==> config.mk <==
export PLATFORM = sky130hd
export DESIGN_NAME = seq_shift_unit
export DESIGN_NICKNAME = d
export VERILOG_FILES = /design/src/rtl/seq_shift_unit.sv
export SDC_FILE = /design/constraint.sdc
export NUM_CORES = 1
export LEC_CHECK = 0
export CAP_MARGIN = 20
export CORE_MARGIN = 5
export CORE_UTILIZATION = 56
export CTS_CLUSTER_DIAMETER = 80
export DETAILED_ROUTE_END_ITERATION = 8
export PLACE_DENSITY_LB_ADDON = 0.2
export SYNTH_ARGS = -nofsm -noshare
export SYNTH_HDL_FRONTEND = slang
export SYNTH_SLANG_ARGS = --single-unit
==> constraint.sdc <==
create_clock -name clk -period 3.5 [get_ports clk]
set_clock_uncertainty 0.15 [all_clocks]
set_input_delay 0.7 -clock clk [delete_from_list [all_inputs] [get_ports clk]]
set_output_delay 0.7 -clock clk [all_outputs]
set_load 0.01 [all_outputs]
==> src/rtl/seq_shift_unit.sv <==
// -----------------------------------------------------------------------------
// seq_shift_unit
//   Multi-cycle shift/rotate execution unit. An operation is accepted on a
//   start edge, shifted by at most STEP bits per cycle, and the final value is
//   published on result together with a one-cycle done pulse.
//
//   Handshake: start is sampled only while busy is low (IDLE or DONE). An
//   accepted start latches mode/data_in/amount; done pulses high for exactly
//   one cycle when result has been updated; err accompanies done when the
//   accepted mode was illegal. start while busy is ignored.
//
// Ports
//   clk        clock, all state updates on the rising edge
//   clear      synchronous active-high reset; aborts any operation in flight
//   start      operation request
//   mode       000 shr, 001 shra, 010 shl, 011 ror, 100 rol, others illegal
//   data_in    operand
//   amount     shift count 0..WIDTH-1
//   result     last completed result, held until the next completion
//   busy       high while shifting
//   done       one-cycle completion pulse
//   err        set when the last accepted mode was illegal
//   dbg_state  current FSM state (0 IDLE, 1 SHIFT, 2 DONE)
// -----------------------------------------------------------------------------
module seq_shift_unit #(
    parameter int WIDTH = 32,
    parameter int STEP  = 1,
    parameter int AMT_W = $clog2(WIDTH)
) (
    input  logic             clk,
    input  logic             clear,
    input  logic             start,
    input  logic [2:0]       mode,
    input  logic [WIDTH-1:0] data_in,
    input  logic [AMT_W-1:0] amount,
    output logic [WIDTH-1:0] result,
    output logic             busy,
    output logic             done,
    output logic             err,
    output logic [1:0]       dbg_state
);

    typedef enum logic [1:0] {
        S_IDLE  = 2'd0,
        S_SHIFT = 2'd1,
        S_DONE  = 2'd2
    } state_t;

    // One extra bit so that STEP == WIDTH is representable in the counter.
    localparam int CNT_W = AMT_W + 1;
    localparam logic [CNT_W-1:0] STEP_C = CNT_W'(STEP);

    state_t             state_q, state_d;
    logic [WIDTH-1:0]   work_q, work_d;
    logic [2:0]         mode_q, mode_d;
    logic [CNT_W-1:0]   left_q, left_d;
    logic [WIDTH-1:0]   result_q, result_d;
    logic               busy_q, busy_d;
    logic               done_q, done_d;
    logic               err_q, err_d;

    logic [CNT_W-1:0]   k;
    logic [WIDTH-1:0]   shifted;
    logic               mode_illegal;

    // Shift the working value by k bits. Rotates use a doubled word so the
    // wrapped bits fall out of the shift naturally. Arithmetic right keeps
    // the sign bit of the working value, which is always the sign bit of the
    // latched operand because each partial shift replicates it.
    function automatic logic [WIDTH-1:0] shift_by(
        input logic [2:0]       m,
        input logic [WIDTH-1:0] w,
        input logic [CNT_W-1:0] kk
    );
        logic [2*WIDTH-1:0] dbl;
        logic [WIDTH-1:0]   r;
        dbl = {w, w};
        r   = w;
        case (m)
            3'b000: r = w >> kk;
            3'b001: r = $signed(w) >>> kk;
            3'b010: r = w << kk;
            3'b011: begin
                dbl = dbl >> kk;
                r   = dbl[WIDTH-1:0];
            end
            3'b100: begin
                dbl = dbl << kk;
                r   = dbl[2*WIDTH-1:WIDTH];
            end
            default: r = w;
        endcase
        return r;
    endfunction

    always_comb begin
        k            = (left_q >= STEP_C) ? STEP_C : left_q;
        shifted      = shift_by(mode_q, work_q, k);
        mode_illegal = (mode > 3'b100);

        state_d  = state_q;
        work_d   = work_q;
        mode_d   = mode_q;
        left_d   = left_q;
        result_d = result_q;
        busy_d   = busy_q;
        done_d   = 1'b0;
        err_d    = err_q;

        case (state_q)
            S_IDLE, S_DONE: begin
                if (start) begin
                    mode_d = mode;
                    work_d = data_in;
                    left_d = {1'b0, amount};
                    err_d  = 1'b0;
                    if (mode_illegal) begin
                        state_d  = S_DONE;
                        result_d = data_in;
                        err_d    = 1'b1;
                        done_d   = 1'b1;
                    end else if (amount == '0) begin
                        state_d  = S_DONE;
                        result_d = data_in;
                        done_d   = 1'b1;
                    end else begin
                        state_d = S_SHIFT;
                        busy_d  = 1'b1;
                    end
                end else begin
                    state_d = S_IDLE;
                end
            end
            S_SHIFT: begin
                work_d = shifted;
                left_d = left_q - k;
                // Last slice: publish the final value only now so result
                // never shows intermediate shifts.
                if (left_q == k) begin
                    result_d = shifted;
                    busy_d   = 1'b0;
                    done_d   = 1'b1;
                    state_d  = S_DONE;
                end
            end
            default: state_d = S_IDLE;
        endcase
    end

    always_ff @(posedge clk) begin
        if (clear) begin
            state_q  <= S_IDLE;
            work_q   <= '0;
            mode_q   <= '0;
            left_q   <= '0;
            result_q <= '0;
            busy_q   <= 1'b0;
            done_q   <= 1'b0;
            err_q    <= 1'b0;
        end else begin
            state_q  <= state_d;
            work_q   <= work_d;
            mode_q   <= mode_d;
            left_q   <= left_d;
            result_q <= result_d;
            busy_q   <= busy_d;
            done_q   <= done_d;
            err_q    <= err_d;
        end
    end

    assign result    = result_q;
    assign busy      = busy_q;
    assign done      = done_q;
    assign err       = err_q;
    assign dbg_state = state_q;

endmodule
==> metrics.yaml <==
outcome: "finished, final reports clean"
std_cell_rows: 30
grt_pass1_vias: 3867
place_congestion: 0.802
dp_hpwl_mm: 7.34
grt_antenna_before_repair: 0
synth_area_leaders: "dfxtp_1 39%, nor2_1 12%, a311oi_1 6.6%"
reg2reg_to: "result[4]"
fillers: 557
cts_htree_levels: 3
worst_hold_slack_ps: 346
drtIter0Drc: 438
period_minus_slack_ps: 2570
syn_to_final_growth_pct: 24.2
p_leak_uw: 0.00185
r2r_cells: 9
vdd_drop_max_mv: 0.296
startpoint: "left_q[2]"
clk_pin_slew_worst_paths_ps: 80
ctsResizeCount: 0
viasPerCell: 6.15
min-delay-start: "result[12]"
initial_utilization_pct: 58.2
drt-total-wl_mm: 11.2
n_antenna_cell: 0
grt_overflow: 0
drv_slew: 0
avgSynthCellArea_um2: 7.60
layout.nets: 624
cp-endpoint: "result[4]"
drive_gt1_share_pct: 6.67
die_w_um: 94.5
vias: 4187
cp.arrival_ps: 2680
hold_buffers: 0
pwr_density_cell_nw_per_um2: 499
fin_tns_setup_ps: 0
pwr-share-seq_pct: 43.3
synth_cell_types: 43
path_class: "reg -> reg"
tightest_slew_ps: 909
die_area_um2: 8930
hold_viol: 0
max_freq_mhz: 390
relSlewSlack_pct: 39.4
hold_class: "reg -> reg"
layout_commonest_cell: "nor2_1"
yosysSeqAreaShare_pct: 39.1
pwr-share-clk_pct: 25.0
reg2reg_slack_ps: 930
ios: 80
critPathCaptureType: "flip-flop"
drtAntennaViolNets: 0
cell_internal_pwr_uw: 1600
netlist_instances: 526
ys_ff_latch: 78
synthesis.area_um2: 4000
cts_tree: "built"
yosys.area.top_type: "dfxtp_1"
switching_share_pct: 35.5
final_cell_mix: "131 x nor2_1, 78 x dfxtp_1, 78 x clkdlybuf4s50_1"
grt_pass1_wl_mm: 18.3
final_util_pct: 72.3
numCtsBuffers: 9
cts.sinks: 78
period_share_pct: 73.3
cts-root-buf: "clkbuf_8"
grt_usage_pct: 25.5
required_ps: 3620
rsz0062_at_grt: "false"
dp.cells: 665
synth_flop_cell: "dfxtp_1"
combPwrFrac_pct: 31.7
chipHeight_um: 94.5
setup_violations: 0
p_sw_uw: 880
reg2reg_from: "left_q[2]"
critPathMaxFanout: 58
core_area_um2: 6870
synthesis.nets: 570
grt_start_max_net_pins: 59
power_uw: 2480
ys_warn_count: 0
synth-async-reset-ratio_pct: 0
postCtsSetupRepairBufs: 0
fin_cells: 681
worstSkewPairLatency_ps: 360
wl_per_cell_um: 16.5
io_buffers: 79
synth_edf_count: 0
clockBufferDepth: 2
drc: 0
max-cap-violations: 0
synth_top_cell_area_share_pct: 39.1
critical_path.startpoint_type: "flip-flop"
dr.pass1.iters: 5
synth_stat cells (3+ instances only):
library cell / number
nand3_1: 3
a21oi_1: 19
nor4_1: 29
dfxtp_1: 78
nand3b_1: 3
o221ai_1: 29
buf_2: 12
nand2_1: 49
nand2b_1: 5
inv_1: 29
a311oi_1: 30
nor2_1: 131
a22oi_1: 28
clkbuf_1: 26
mux2i_1: 3
o21ai_0: 7
buf_4: 7
nor3_1: 6
sequential cells by signal (all words and copies together), names as in the netlist:
signal / flops
result: 32
work_q: 32
left_q: 6
mode_q: 3
dbg_state: 2
busy: 1
done: 1
err: 1
stage by stage:
| stage | worst slack [ps] | cell area, um2 |
|---|---|---|
| 4_1_cts | 953 | 4960 |
| 3_3_place_gp | 724 | 4790 |
| 3_5_place_dp | 661 | 4790 |
| 2_1_floorplan | 1270 | 4000 |
| 5_1_grt | 765 | 4960 |
| 6_report | 933 | 4960 |
metal layers:
metal	share of wire, %	GRT usage, %
met5	0	0
met4	2.1	10.3
met3	7.4	4.14
met2	46	41.3
met1	44	33.8
final cells by class:
type,count,area [um2],area share (%)
Timing Repair Buffer,91,901,18.1
Sequential cell,78,1560,31.5
Clock buffer,11,141,2.85
Inverter,29,109,2.19
Tap cell,96,120,2.42
Clock inverter,5,33.8,0.681
Multi-Input combinational cell,371,2100,42.2
how the worst min path moves through the flow:
| stage | end | slack [ps] | cells past startpoint |
|---|---|---|---|
| detailed placement | result[1] | 330 | 2 |
| global placement | err | 330 | 2 |
| finish | result[12] | 350 | 2 |
| floorplan | work_q[1] | 320 | 2 |
| global route | result[0] | 370 | 2 |
| CTS | result[12] | 350 | 2 |
power groups by stage:
stage / Sequential (uW) / Clock (uW) / Combinational (uW)
3_5_place_dp: 1090 / 0 / 772
5_1_grt: 1090 / 671 / 858
4_1_cts: 1070 / 627 / 778
2_1_floorplan: 1100 / 0 / 496
6_report: 1070 / 619 / 785
3_3_place_gp: 1090 / 0 / 748
cells by family (layout without fill, tap and decap cells):
logic type	count (synthesis)	count (layout)	synth area share (%)
mux	4	4	1.03
flops	78	78	39.1
compound gates	129	129	24.8
fa+ha+maj	1	1	0.313
buf+inv	77	136	8.64
simple gates	237	237	26.2
worst max-delay path, stage by stage (launching register included):
cell and delay (ps):
dfxtp_1 390, nor4_4 450, nand2_2 180, nand2b_1 110, ha_1 200, and4_1 250, a21o_2 130, buf_12 240
nor2_1 80, a311oi_1 260
Note: power is estimated with default switching activity, not from simulation.
